<file path="src/rtl/mobo_defs.sv">
// Shared encodings for the motherboard bus bridge: control/status bits, FSM states and
// decode targets.
package mobo_defs;

  localparam int unsigned CTRL_READ_BIT  = 0;
  localparam int unsigned CTRL_WRITE_BIT = 1;
  localparam int unsigned STAT_DONE_BIT  = 1;

  localparam logic [1:0] CTRL_READ  = 2'b01;
  localparam logic [1:0] CTRL_WRITE = 2'b10;

  localparam logic [2:0] STAT_IDLE = 3'b001;
  localparam logic [2:0] STAT_DONE = 3'b010;
  localparam logic [2:0] STAT_ERR  = 3'b100;

  localparam logic [2:0] ST_IDLE        = 3'd0;
  localparam logic [2:0] ST_DEV_REQ     = 3'd1;
  localparam logic [2:0] ST_DEV_RELEASE = 3'd2;
  localparam logic [2:0] ST_ERR_ADDR    = 3'd3;
  localparam logic [2:0] ST_DONE        = 3'd4;

  typedef enum logic [1:0] {
    TGT_RAM,
    TGT_VGA,
    TGT_ERR
  } target_e;

endpackage

</file>
<file path="src/rtl/addr_decode.sv">
// Combinational address map: picks RAM, VGA or unmapped and rebases the address into
// the hit window.
module addr_decode
  import mobo_defs::*;
#(
  parameter int unsigned           WORD_WIDTH = 32,
  parameter logic [WORD_WIDTH-1:0] RAM_BASE   = 32'h0000_0000,
  parameter logic [WORD_WIDTH-1:0] RAM_SIZE   = 32'h0010_0000,
  parameter logic [WORD_WIDTH-1:0] VGA_BASE   = 32'h0010_0000,
  parameter logic [WORD_WIDTH-1:0] VGA_SIZE   = 32'h0001_0000
) (
  input  logic [WORD_WIDTH-1:0] addr,
  output target_e               target,
  output logic [WORD_WIDTH-1:0] offset
);

  // One extra bit: an address below the base borrows into the MSB, so a single
  // unsigned "offset < size" test covers both window edges.
  logic [WORD_WIDTH:0] ram_off;
  logic [WORD_WIDTH:0] vga_off;
  logic                ram_hit;
  logic                vga_hit;

  always_comb begin
    ram_off = {1'b0, addr} - {1'b0, RAM_BASE};
    vga_off = {1'b0, addr} - {1'b0, VGA_BASE};
    ram_hit = ram_off < {1'b0, RAM_SIZE};
    vga_hit = vga_off < {1'b0, VGA_SIZE};

    target = TGT_ERR;
    offset = '0;
    if (ram_hit) begin
      target = TGT_RAM;
      offset = ram_off[WORD_WIDTH-1:0];
    end else if (vga_hit) begin
      target = TGT_VGA;
      offset = vga_off[WORD_WIDTH-1:0];
    end
  end

endmodule

</file>
<file path="src/rtl/mobo_bus_bridge.sv">
// CPU-to-device bus bridge: decodes a CPU request, runs the req/done handshake with RAM
// or VGA over the shared bus and reports completion and read data back to the CPU.
module mobo_bus_bridge
  import mobo_defs::*;
#(
  parameter int unsigned           WORD_WIDTH = 32,
  parameter logic [WORD_WIDTH-1:0] RAM_BASE   = 32'h0000_0000,
  parameter logic [WORD_WIDTH-1:0] RAM_SIZE   = 32'h0010_0000,
  parameter logic [WORD_WIDTH-1:0] VGA_BASE   = 32'h0010_0000,
  parameter logic [WORD_WIDTH-1:0] VGA_SIZE   = 32'h0001_0000
) (
  input  logic                  clk,
  input  logic                  rst,
  input  logic [WORD_WIDTH-1:0] cpu_ctrl,
  output logic [WORD_WIDTH-1:0] cpu_stat,
  input  logic [WORD_WIDTH-1:0] cpu_addr,
  input  logic [WORD_WIDTH-1:0] cpu_wdata,
  output logic [WORD_WIDTH-1:0] cpu_rdata,
  output logic [WORD_WIDTH-1:0] ram_ctrl,
  input  logic [WORD_WIDTH-1:0] ram_stat,
  output logic [WORD_WIDTH-1:0] vga_ctrl,
  input  logic [WORD_WIDTH-1:0] vga_stat,
  output logic [WORD_WIDTH-1:0] dev_addr,
  output logic [WORD_WIDTH-1:0] dev_wdata,
  input  logic [WORD_WIDTH-1:0] dev_rdata
);

  target_e               dec_target;
  logic [WORD_WIDTH-1:0] dec_offset;

  addr_decode #(
    .WORD_WIDTH (WORD_WIDTH),
    .RAM_BASE   (RAM_BASE),
    .RAM_SIZE   (RAM_SIZE),
    .VGA_BASE   (VGA_BASE),
    .VGA_SIZE   (VGA_SIZE)
  ) u_addr_decode (
    .addr   (cpu_addr),
    .target (dec_target),
    .offset (dec_offset)
  );

  logic [2:0]            state_q, state_d;
  logic [1:0]            op_q, op_d;
  target_e               target_q, target_d;
  logic [WORD_WIDTH-1:0] addr_q, addr_d;
  logic [WORD_WIDTH-1:0] wdata_q, wdata_d;
  logic [WORD_WIDTH-1:0] stat_q, stat_d;
  logic [WORD_WIDTH-1:0] rdata_q, rdata_d;
  logic [WORD_WIDTH-1:0] ram_ctrl_q, ram_ctrl_d;
  logic [WORD_WIDTH-1:0] vga_ctrl_q, vga_ctrl_d;

  logic cpu_req;
  logic tgt_done;
  logic unused_stat_bits;

  assign cpu_req          = cpu_ctrl[CTRL_READ_BIT] | cpu_ctrl[CTRL_WRITE_BIT];
  assign tgt_done         = (target_q == TGT_VGA) ? vga_stat[STAT_DONE_BIT]
                                                  : ram_stat[STAT_DONE_BIT];
  assign unused_stat_bits = ^{ram_stat, vga_stat};

  always_comb begin
    state_d    = state_q;
    op_d       = op_q;
    target_d   = target_q;
    addr_d     = addr_q;
    wdata_d    = wdata_q;
    stat_d     = stat_q;
    rdata_d    = rdata_q;
    ram_ctrl_d = ram_ctrl_q;
    vga_ctrl_d = vga_ctrl_q;

    case (state_q)
      ST_IDLE: begin
        stat_d = WORD_WIDTH'(STAT_IDLE);
        if (cpu_req) begin
          // Read has priority when both request bits are set.
          op_d     = cpu_ctrl[CTRL_READ_BIT] ? CTRL_READ : CTRL_WRITE;
          target_d = dec_target;
          addr_d   = dec_offset;
          wdata_d  = cpu_wdata;
          stat_d   = '0;
          if (dec_target == TGT_ERR) begin
            state_d = ST_ERR_ADDR;
          end else begin
            state_d = ST_DEV_REQ;
            if (dec_target == TGT_RAM) begin
              ram_ctrl_d = WORD_WIDTH'(op_d);
            end else begin
              vga_ctrl_d = WORD_WIDTH'(op_d);
            end
          end
        end
      end
      ST_DEV_REQ: begin
        if (tgt_done) begin
          if (op_q == CTRL_READ) begin
            rdata_d = dev_rdata;
          end
          ram_ctrl_d = '0;
          vga_ctrl_d = '0;
          state_d    = ST_DEV_RELEASE;
        end
      end
      ST_DEV_RELEASE: begin
        if (!tgt_done) begin
          stat_d  = WORD_WIDTH'(STAT_DONE);
          state_d = ST_DONE;
        end
      end
      ST_ERR_ADDR: begin
        rdata_d = '1;
        stat_d  = WORD_WIDTH'(STAT_DONE | STAT_ERR);
        state_d = ST_DONE;
      end
      ST_DONE: begin
        if (cpu_ctrl == '0) begin
          stat_d  = WORD_WIDTH'(STAT_IDLE);
          state_d = ST_IDLE;
        end
      end
      default: begin
        ram_ctrl_d = '0;
        vga_ctrl_d = '0;
        stat_d     = WORD_WIDTH'(STAT_IDLE);
        state_d    = ST_IDLE;
      end
    endcase
  end

  always_ff @(posedge clk or posedge rst) begin
    if (rst) begin
      state_q    <= ST_IDLE;
      op_q       <= CTRL_READ;
      target_q   <= TGT_ERR;
      addr_q     <= '0;
      wdata_q    <= '0;
      stat_q     <= WORD_WIDTH'(STAT_IDLE);
      rdata_q    <= '0;
      ram_ctrl_q <= '0;
      vga_ctrl_q <= '0;
    end else begin
      state_q    <= state_d;
      op_q       <= op_d;
      target_q   <= target_d;
      addr_q     <= addr_d;
      wdata_q    <= wdata_d;
      stat_q     <= stat_d;
      rdata_q    <= rdata_d;
      ram_ctrl_q <= ram_ctrl_d;
      vga_ctrl_q <= vga_ctrl_d;
    end
  end

  assign cpu_stat  = stat_q;
  assign cpu_rdata = rdata_q;
  assign ram_ctrl  = ram_ctrl_q;
  assign vga_ctrl  = vga_ctrl_q;
  assign dev_addr  = addr_q;
  assign dev_wdata = wdata_q;

endmodule

</file>
<file path="config.mk">
export PLATFORM = sky130hd
export DESIGN_NAME = mobo_bus_bridge
export DESIGN_NICKNAME = d
export VERILOG_FILES = /design/src/rtl/mobo_defs.sv /design/src/rtl/addr_decode.sv /design/src/rtl/mobo_bus_bridge.sv
export SDC_FILE = /design/constraint.sdc
export NUM_CORES = 1
export LEC_CHECK = 0
export BUFFER_PORTS_ARGS = -buffer_cell sky130_fd_sc_hd__buf_4
export CORE_AREA = 4 4 148 150
export CTS_CLUSTER_DIAMETER = 60
export CTS_CLUSTER_SIZE = 12
export DETAILED_ROUTE_END_ITERATION = 8
export DIE_AREA = 0 0 152 154
export GPL_ROUTABILITY_DRIVEN = 0
export PLACE_DENSITY_LB_ADDON = 0.25
export REMOVE_ABC_BUFFERS = 1
export SKIP_LAST_GASP = 1
export SLEW_MARGIN = 20
export SYNTH_ARGS = -nofsm -noshare
export SYNTH_HDL_FRONTEND = slang
export SYNTH_SLANG_ARGS = --single-unit
</file>
<file path="constraint.sdc">
create_clock -name clk -period 8.6 [get_ports clk]
set_input_delay 1.72 -clock clk [delete_from_list [all_inputs] [get_ports clk]]
set_output_delay 1.72 -clock clk [all_outputs]
set_load 0.005 [all_outputs]
</file>
==> qor.yml, run 1 <==
yosysMostFrequentCell: "dfrtp_1"
dr.first_iter.drc_count: 140
grt_antenna_before_repair: 0
critPathKind: "in2reg"
post-place-ws_ns: 4.69
grt_remaining_overflow: 0
async_flop_share_pct: 100
finalMaxSlewViolations: 0
avgViaCountPerCell: 4.08
synth_top_area_share_pct: 51.2
fin_skew_ns: 0.00749
max_freq_mhz: 283
postLayoutCoreUtil_pct: 35.0
start_kind: "input pin"
synthTopCellsByCount: "dfrtp_1, nand2_1, buf_4"
cp_data_required_time_ns: 8.83
min_period_over_period_pct: 41.1
cp_top_family: "simple AND/OR/NAND/NOR gates"
root_buffer: "clkbuf_16"
core_area_mm2: 0.0207
layout.nets: 932
die_x_um: 152
antenna_cells: 0
relSlewSlack_pct: 40.4
rows: 53
path_max_fanout: 22
htreeDepth: 3
setup_tns_ns: 0
grt_pass1_vias: 4215
start_util_pct: 25.3
clkTransAtPathRegs_ns: 0.07
die_h_um: 154
crit_path_top_delay_cell: "or4_1"
cts_buffer_depth: 2
die_area_mm2: 0.0234
grt_max_degree: 64
synth_edf_count: 0
synth.ff_latch_count: 110
cts_resized: 0
synth_top_cell_by_area: "dfrtp_1"
ys_types: 47
syn_area_per_cell_um2: 10.2
fillers: 2125
cts_buffers: 9
cp.arrival_ns: 3.77
worst_pin_slew_ns: 0.891
clock-sinks: 110
cts.hold.buffers_added: 0
totalWireLength_um: 14500
wire_per_inst_um: 14.2
reg2reg_slack_ns: 6.00
hold_ws_ns: 0.469
max_stage_delay_ns: 0.63
yosysSeqAreaShare_pct: 52.8
grt_usage_pct: 11.9
period_minus_slack_ns: 3.53
rsz0062_at_grt: "false"
num_vias: 4145
synth.area.top_cells: "dfrtp_1, buf_4, nand2_1"
syn_area_mm2: 0.00523
cap_violations: 0
drive_above_1_share_pct: 36.4
final_area_mm2: 0.00725
placed_area_mm2: 0.00695
synth_ff_type: "dfrtp_1"
hold_viol_final: 0
post_cts_buffers: 0
io_pins: 386
cp_num_buf_inv: 2
hp-class: "reg2reg"
clock_latency_ns: 0.35
multi_input_area_mm2: 0.00201
yosysWarningCount: 0
setup_slack_ns: 5.07
p_per_area_mw_per_mm2: 277
final-seq-area_mm2: 0.00276
syn_inst: 511
hpwl_um: 10600
run_status: "complete, no violations"
endpoint_kind: "flip-flop"
syn2layout_area_growth_pct: 38.8
ir_drop_mv: 0.123
grt_pass1_wl_um: 22600
cts_tree: "built"
ant_nets: 0
port_buffers: 234
drc: 0
drtPass1Iterations: 4
p_leak_nw: 3.61
final-setup-viol-count: 0
crit_chain: "buf_4 -> or4_1 -> or4_1 -> o22ai_2 -> o211ai_2 -> buf_4 -> a21o_1"
-- state kept, by name, summed over array words and instances (netlist names) --
signal,cells
cpu_stat,3
ram_ctrl,2
op_q,2
state_q,3
vga_ctrl,2
dev_wdata,32
dev_addr,32
target_q,2
cpu_rdata,32
-- where the power goes --
part | internal (mW) | switching, mW
Sequential | 0.696 | 0.105
Clock | 0.241 | 0.183
Combinational | 0.400 | 0.381
-- cells by family (layout without fill, tap and decap cells) --
| kind of cell | Yosys count | after routing | synth area share (%) |
|---|---|---|---|
| AO/OA/AOI/OAI | 88 | 88 | 12.6 |
| XOR/XNOR | 3 | 3 | 0.503 |
| adder cells (fa/ha/maj) | 1 | 1 | 0.239 |
| buffers and inverters | 122 | 264 | 15.5 |
| flip-flops | 110 | 110 | 52.8 |
| multiplexers | 20 | 20 | 3.83 |
| other | 1 | 89 | 0.0718 |
| AND/OR/NAND/NOR | 166 | 166 | 14.5 |
-- per-layer routing --
metal / vias up / wire length (um) / GRT usage (%)
li1: 2010 / - / -
met5: - / 0 / 0
met4: 0 / 142 / 2.83
met3: 12 / 1330 / 4.90
met1: 1934 / 6120 / 14.3
met2: 189 / 6880 / 20.0
-- worst register-to-register path: cells and delay by family, from the launching register on --
kind,cells,cell delay [ns]
DFF,1,0.48
and+or+nand+nor,2,1.18
buffers and inverters,1,0.49
muxes,1,0.28
AOI/OAI and AO/OA,1,0.04
-- layout by cell type (no fill, tap or decap), types with 5 or more instances in the layout --
| cell | instances |
|---|---|
| nor4_1 | 10 |
| nor2_1 | 10 |
| nor3_1 | 6 |
| clkbuf_16 | 9 |
| and2_1 | 14 |
| a21oi_1 | 22 |
| inv_1 | 7 |
| o22a_1 | 32 |
| conb_1 | 89 |
| mux2i_1 | 20 |
| or3_1 | 5 |
| o21ai_0 | 6 |
| buf_4 | 241 |
| nand2_1 | 103 |
| dfrtp_1 | 107 |
| o211ai_1 | 6 |
-- per-stage QoR --
stage                     cells  power (mW)
after CTS                  1016        2.05
after global routing       1016        2.18
final                      1016        2.01
after detailed placement   1001        1.61
after floorplan             485        1.17
after global placement     1001        1.61
-- cell type report --
class / count / area share [%]
tap: 275 / 4.75
clock buffer: 12 / 3.54
timing repair buffer: 241 / 25.0
clock inverter: 3 / 0.604
sequential: 110 / 38.0
multi-input combinational: 367 / 27.7
inverter: 8 / 0.449
-- worst paths after layout --
check / endpoint / cells after the start / startpoint
worst min register to register: dev_addr[16] / 2 / dev_addr[16]
worst max register to register: dev_addr[18] / 5 / state_q[1]
worst max-delay path: state_q[1] / 7 / cpu_addr[24]
worst min-delay path: dev_addr[16] / 2 / dev_addr[16]
max in group asynchronous: dev_addr[2] / 3 / rst
min in group asynchronous: cpu_rdata[10] / 2 / rst
No activity file was read; power rests on OpenSTA's default activity.
==> run 2: changes to the inputs <==
--- a/config.mk
+++ b/config.mk
@@ -6,11 +6,11 @@
 export NUM_CORES = 1
 export LEC_CHECK = 0
 export BUFFER_PORTS_ARGS = -buffer_cell sky130_fd_sc_hd__buf_4
-export CORE_AREA = 4 4 148 150
+export CORE_AREA = 4 4 147 149
 export CTS_CLUSTER_DIAMETER = 60
 export CTS_CLUSTER_SIZE = 12
 export DETAILED_ROUTE_END_ITERATION = 8
-export DIE_AREA = 0 0 152 154
+export DIE_AREA = 0 0 151 153
 export GPL_ROUTABILITY_DRIVEN = 0
 export PLACE_DENSITY_LB_ADDON = 0.25
 export REMOVE_ABC_BUFFERS = 1
==> constraint.sdc (replaced) <==
create_clock -name clk -period 3.04 [get_ports clk]
set_input_delay 0.608 -clock clk [delete_from_list [all_inputs] [get_ports clk]]
set_output_delay 0.608 -clock clk [all_outputs]
set_load 0.005 [all_outputs]
==> run 2 against run 1 <==
Cell count stayed put. Die area is 1.3% lower. Sequential power grew to 2.8 times the previous value. Wire length is 2.3% higher. Critical path depth stayed put. Global-route usage is 0.59 points higher. Critical endpoint is now dev_addr[10]. Highest routed layer unchanged.
==> qor.yml, run 2 (synthesized netlist as in run 1, its figures left out) <==
start_kind: "input pin"
placed_area_mm2: 0.00702
multi_input_area_mm2: 0.00201
ant_nets: 0
drive_above_1_share_pct: 37.0
cp.arrival_ns: 2.73
grt_max_degree: 61
p_per_area_mw_per_mm2: 776
path_max_fanout: 17
antenna_cells: 0
reg2regPathDepth: 5
setup_tns_ns: 0
final_area_mm2: 0.00730
max_stage_delay_ns: 0.59
cts_tree: "built"
post_cts_buffers: 0
run_status: "complete, no violations"
port_buffers: 234
cts.hold.buffers_added: 0
period_minus_slack_ns: 2.46
min_period_over_period_pct: 81.0
cts_resized: 0
relSlewSlack_pct: 53.3
clock-sinks: 110
hold_viol_final: 0
cts_buffer_depth: 2
grt_pass1_vias: 4238
drtPass1Iterations: 4
wire_per_inst_um: 14.6
cp_data_required_time_ns: 3.31
critPathKind: "in2reg"
clock_latency_ns: 0.35
final_cell_mix: "buf_4, dfrtp_1, nand2_1"
finalMaxSlewViolations: 0
start_util_pct: 25.9
fin_skew_ns: 0.00730
io_pins: 386
reg2reg_from: "state_q[0]"
hp-class: "in2async"
met1_usage_pct: 14.5
endpoint_kind: "flip-flop"
dr.first_iter.drc_count: 105
cp_num_buf_inv: 2
die_x_um: 151
crit_chain: "buf_4 -> or4_1 -> or4_1 -> o22ai_2 -> o211ai_2 -> buf_12 -> a21oi_1"
core_area_mm2: 0.0202
p_leak_nw: 3.64
drc: 0
cpMostUsedCell: "or4_1"
grt_antenna_before_repair: 0
crit_path_top_delay_cell: "or4_1"
grt_remaining_overflow: 0
grt_pass1_wl_um: 23100
syn2layout_area_growth_pct: 39.7
layout.nets: 937
cts_buffers: 9
hpwl_um: 11000
grt_usage_pct: 12.5
die_area_mm2: 0.0231
fillers: 2104
cp_top_family: "simple AND/OR/NAND/NOR gates"
grtUsageMet2_pct: 21.3
final-setup-viol-count: 0
htreeDepth: 3
layout_commonest_cell: "buf_4"
reg2reg_slack_ns: 0.79
root_buffer: "clkbuf_16"
avgViaCountPerCell: 4.14
die_h_um: 153
max_freq_mhz: 406
clkTransAtPathRegs_ns: 0.08
num_vias: 4208
totalWireLength_um: 14800
r2r-end: "dev_addr[10]"
top_usage_layer: "met2"
worst_pin_slew_ns: 0.700
rsz0062_at_grt: "false"
final-seq-area_mm2: 0.00276
rows: 52
cap_violations: 0
grt_util_met3_pct: 5.00
ir_drop_mv: 0.276
## run 2: per-stage QoR
stage	total power [mW]	util (%)	worst slack [ns]	instances	hold WS, ns
after global routing	6.15	36.2	0.452	1016	0.403
final	5.67	36.2	0.579	1016	0.353
after floorplan	3.32	-	-0.465	485	0.463
after detailed placement	4.60	34.8	0.191	1001	0.463
after CTS	5.81	36.2	0.564	1016	0.375
after global placement	4.58	34.8	0.190	1001	0.456
## run 2: how the worst max path moves through the flow
stage	slack [ns]	endpoint	cells after the start	start
after detailed placement	0.19	dev_addr[10]	7	cpu_addr[24]
after global routing	0.45	dev_addr[5]	7	cpu_addr[24]
after global placement	0.19	dev_addr[10]	7	cpu_addr[24]
after CTS	0.56	dev_addr[10]	7	cpu_addr[24]
final	0.58	dev_addr[10]	7	cpu_addr[24]
after floorplan	-0.47	cpu_rdata[0]	1	rst
## run 2: cell type report
| cell class | instances | share of cell area [%] |
|---|---|---|
| clock buffer | 10 | 3.27 |
| multi-input combinational | 367 | 27.5 |
| timing repair buffer | 246 | 25.8 |
| clock inverter | 5 | 0.583 |
| inverter | 8 | 0.446 |
| tap | 270 | 4.63 |
| sequential | 110 | 37.8 |
## run 2: worst register-to-register path: cells and delay by family (launching register included)
kind | cells | cell delay [ns]
flip-flops | 1 | 0.50
AND/OR/NAND/NOR | 2 | 1.10
buffers and inverters | 1 | 0.32
AO/OA/AOI/OAI | 2 | 0.20
## run 2: layer usage
metal | vias to the layer above | share of wire, %
met5 | - | 0
met4 | 0 | 1.7
met3 | 16 | 11
met2 | 192 | 48
met1 | 1981 | 39
li1 | 2019 | -
## run 2: where the power goes
part,switching [mW],internal (mW),leakage (nW)
Clock,0.570,0.586,0.141
Sequential,0.298,1.97,1.30
Combinational,1.08,1.16,2.21
Total,1.95,3.71,3.64
==> run 3: changes to the inputs <==
--- a/config.mk
+++ b/config.mk
@@ -6,11 +6,11 @@
 export NUM_CORES = 1
 export LEC_CHECK = 0
 export BUFFER_PORTS_ARGS = -buffer_cell sky130_fd_sc_hd__buf_4
-export CORE_AREA = 4 4 147 149
+export CORE_AREA = 4 4 149 151
 export CTS_CLUSTER_DIAMETER = 60
 export CTS_CLUSTER_SIZE = 12
 export DETAILED_ROUTE_END_ITERATION = 8
-export DIE_AREA = 0 0 151 153
+export DIE_AREA = 0 0 153 155
 export GPL_ROUTABILITY_DRIVEN = 0
 export PLACE_DENSITY_LB_ADDON = 0.25
 export REMOVE_ABC_BUFFERS = 1
==> constraint.sdc (replaced) <==
create_clock -name clk -period 2.57 [get_ports clk]
set_input_delay 0.514 -clock clk [delete_from_list [all_inputs] [get_ports clk]]
set_output_delay 0.514 -clock clk [all_outputs]
set_load 0.005 [all_outputs]
==> run 3 against run 2 <==
Cell area rose by 0.55%. Combinational power up 18%. Register-to-register slack got worse by 0.24 ns. Sequential share of layout area down 0.21 points. Sequential power grew 18%. Sequential cell count is the same. Cell count up 0.89%. Power rose by 19%.
==> qor.yml, run 3 (synthesized netlist as in run 1, its figures left out) <==
run_status: "complete, no violations"
hp-class: "in2async"
finalMaxSlewViolations: 0
cts_buffer_depth: 2
clock-sinks: 110
critPathKind: "in2reg"
grt_util_met3_pct: 4.51
drive_above_1_share_pct: 37.3
cts_resized: 0
drc: 0
die_h_um: 155
grt_pass1_wl_um: 23000
totalWireLength_um: 14900
clock_latency_ns: 0.35
drtPass1Iterations: 4
fillers: 2136
cap_violations: 0
crit_chain: "buf_4 -> or4_1 -> or4_1 -> o22ai_2 -> o211ai_2 -> buf_12 -> a22o_1"
final_cell_mix: "buf_4, dfrtp_1, nand2_1"
port_buffers: 234
root_buffer: "clkbuf_16"
power_mw: 6.72
ir_drop_mv: 0.317
top_usage_layer: "met2"
antenna_cells: 0
p_per_area_mw_per_mm2: 916
crit_path_top_delay_cell: "or4_1"
cp.arrival_ns: 2.43
hold_ws_ns: 0.221
rsz0062_at_grt: "false"
cp_data_required_time_ns: 2.85
final-seq-area_mm2: 0.00276
period_minus_slack_ns: 2.15
rows: 53
relSlewSlack_pct: 32.5
path_max_fanout: 22
start_util_pct: 25.1
max_stage_delay_ns: 0.59
setup_tns_ns: 0
fin_skew_ns: 0.00500
layout_commonest_cell: "buf_4"
num_vias: 4115
grt_remaining_overflow: 0
multi_input_area_mm2: 0.00201
grt_pass1_vias: 4279
grtUsageMet2_pct: 21.0
endpoint_kind: "flip-flop"
clkTransAtPathRegs_ns: 0.08
final-setup-viol-count: 0
p_leak_nw: 3.66
cts_tree: "built"
worst_pin_slew_ns: 1.01
hold_viol_final: 0
die_x_um: 153
max_freq_mhz: 466
cp_num_buf_inv: 2
core_area_mm2: 0.0208
cts.hold.buffers_added: 0
min_period_over_period_pct: 83.6
post-place-ws_ns: 0.0594
hpwl_um: 11100
htreeDepth: 3
wire_per_inst_um: 14.6
post_cts_buffers: 0
die_area_mm2: 0.0237
met1_usage_pct: 14.2
ant_nets: 0
grt_usage_pct: 12.1
grt_antenna_before_repair: 0
postLayoutCoreUtil_pct: 35.3
cts_buffers: 9
start_kind: "input pin"
grt_max_degree: 50
layout.nets: 940
setup_slack_ns: 0.422
io_pins: 386
cp_top_family: "simple AND/OR/NAND/NOR gates"
syn2layout_area_growth_pct: 40.5
cpMostUsedCell: "or4_1"
avgViaCountPerCell: 4.01
dr.first_iter.drc_count: 172
==> run 3: layout make-up <==
cell class	count	share of cell area (%)
Tap cell	275	4.69
Sequential cell	110	37.5
Clock inverter	7	0.920
Multi-Input combinational cell	367	27.4
Inverter	8	0.443
Timing Repair Buffer	249	26.0
Clock buffer	9	3.07
==> run 3: path summary, 6_finish.rpt <==
| check | from | endpoint | slack, ns | cells past startpoint |
|---|---|---|---|---|
| setup / recovery | cpu_addr[24] | target_q[1] | 0.42 | 7 |
| hold / removal | rst | cpu_rdata[15] | 0.22 | 2 |
| setup reg to reg | state_q[0] | dev_addr[15] | 0.55 | 5 |
| hold reg to reg | dev_addr[16] | dev_addr[16] | 0.47 | 2 |
| max in group asynchronous | rst | dev_addr[3] | 1.66 | 3 |
| min in group clk | cpu_wdata[27] | dev_wdata[27] | 0.35 | 3 |
==> run 3: metal layers <==
metal  part of all wire (%)  wire (um)  up-vias
li1                       -          -     2025
met1                     41       6090     1901
met2                     49       7340      175
met3                    8.9       1330       14
met4                    1.2        186        0
met5                      0          0        -
==> run 3: worst register-to-register path: stages (launching register included) <==
cell and delay (ns):
dfrtp_1 0.50, nor3_1 0.21, buf_4 0.16, o21ai_4 0.06
nor2_2 0.76, a21oi_1 0.17
==> run 3: per-stage QoR <==
step / std cells / instance area (um^2)
2_1_floorplan: 485 / 4780
3_3_place_gp: 1009 / 7050
3_5_place_dp: 1009 / 7050
4_1_cts: 1025 / 7340
5_1_grt: 1025 / 7340
6_report: 1025 / 7340
==> run 3: power by group <==
group          total, mW  internal (mW)  switching [mW]
Sequential          2.68           2.33           0.347
Clock               1.39          0.685           0.707
Combinational       2.65           1.38            1.28
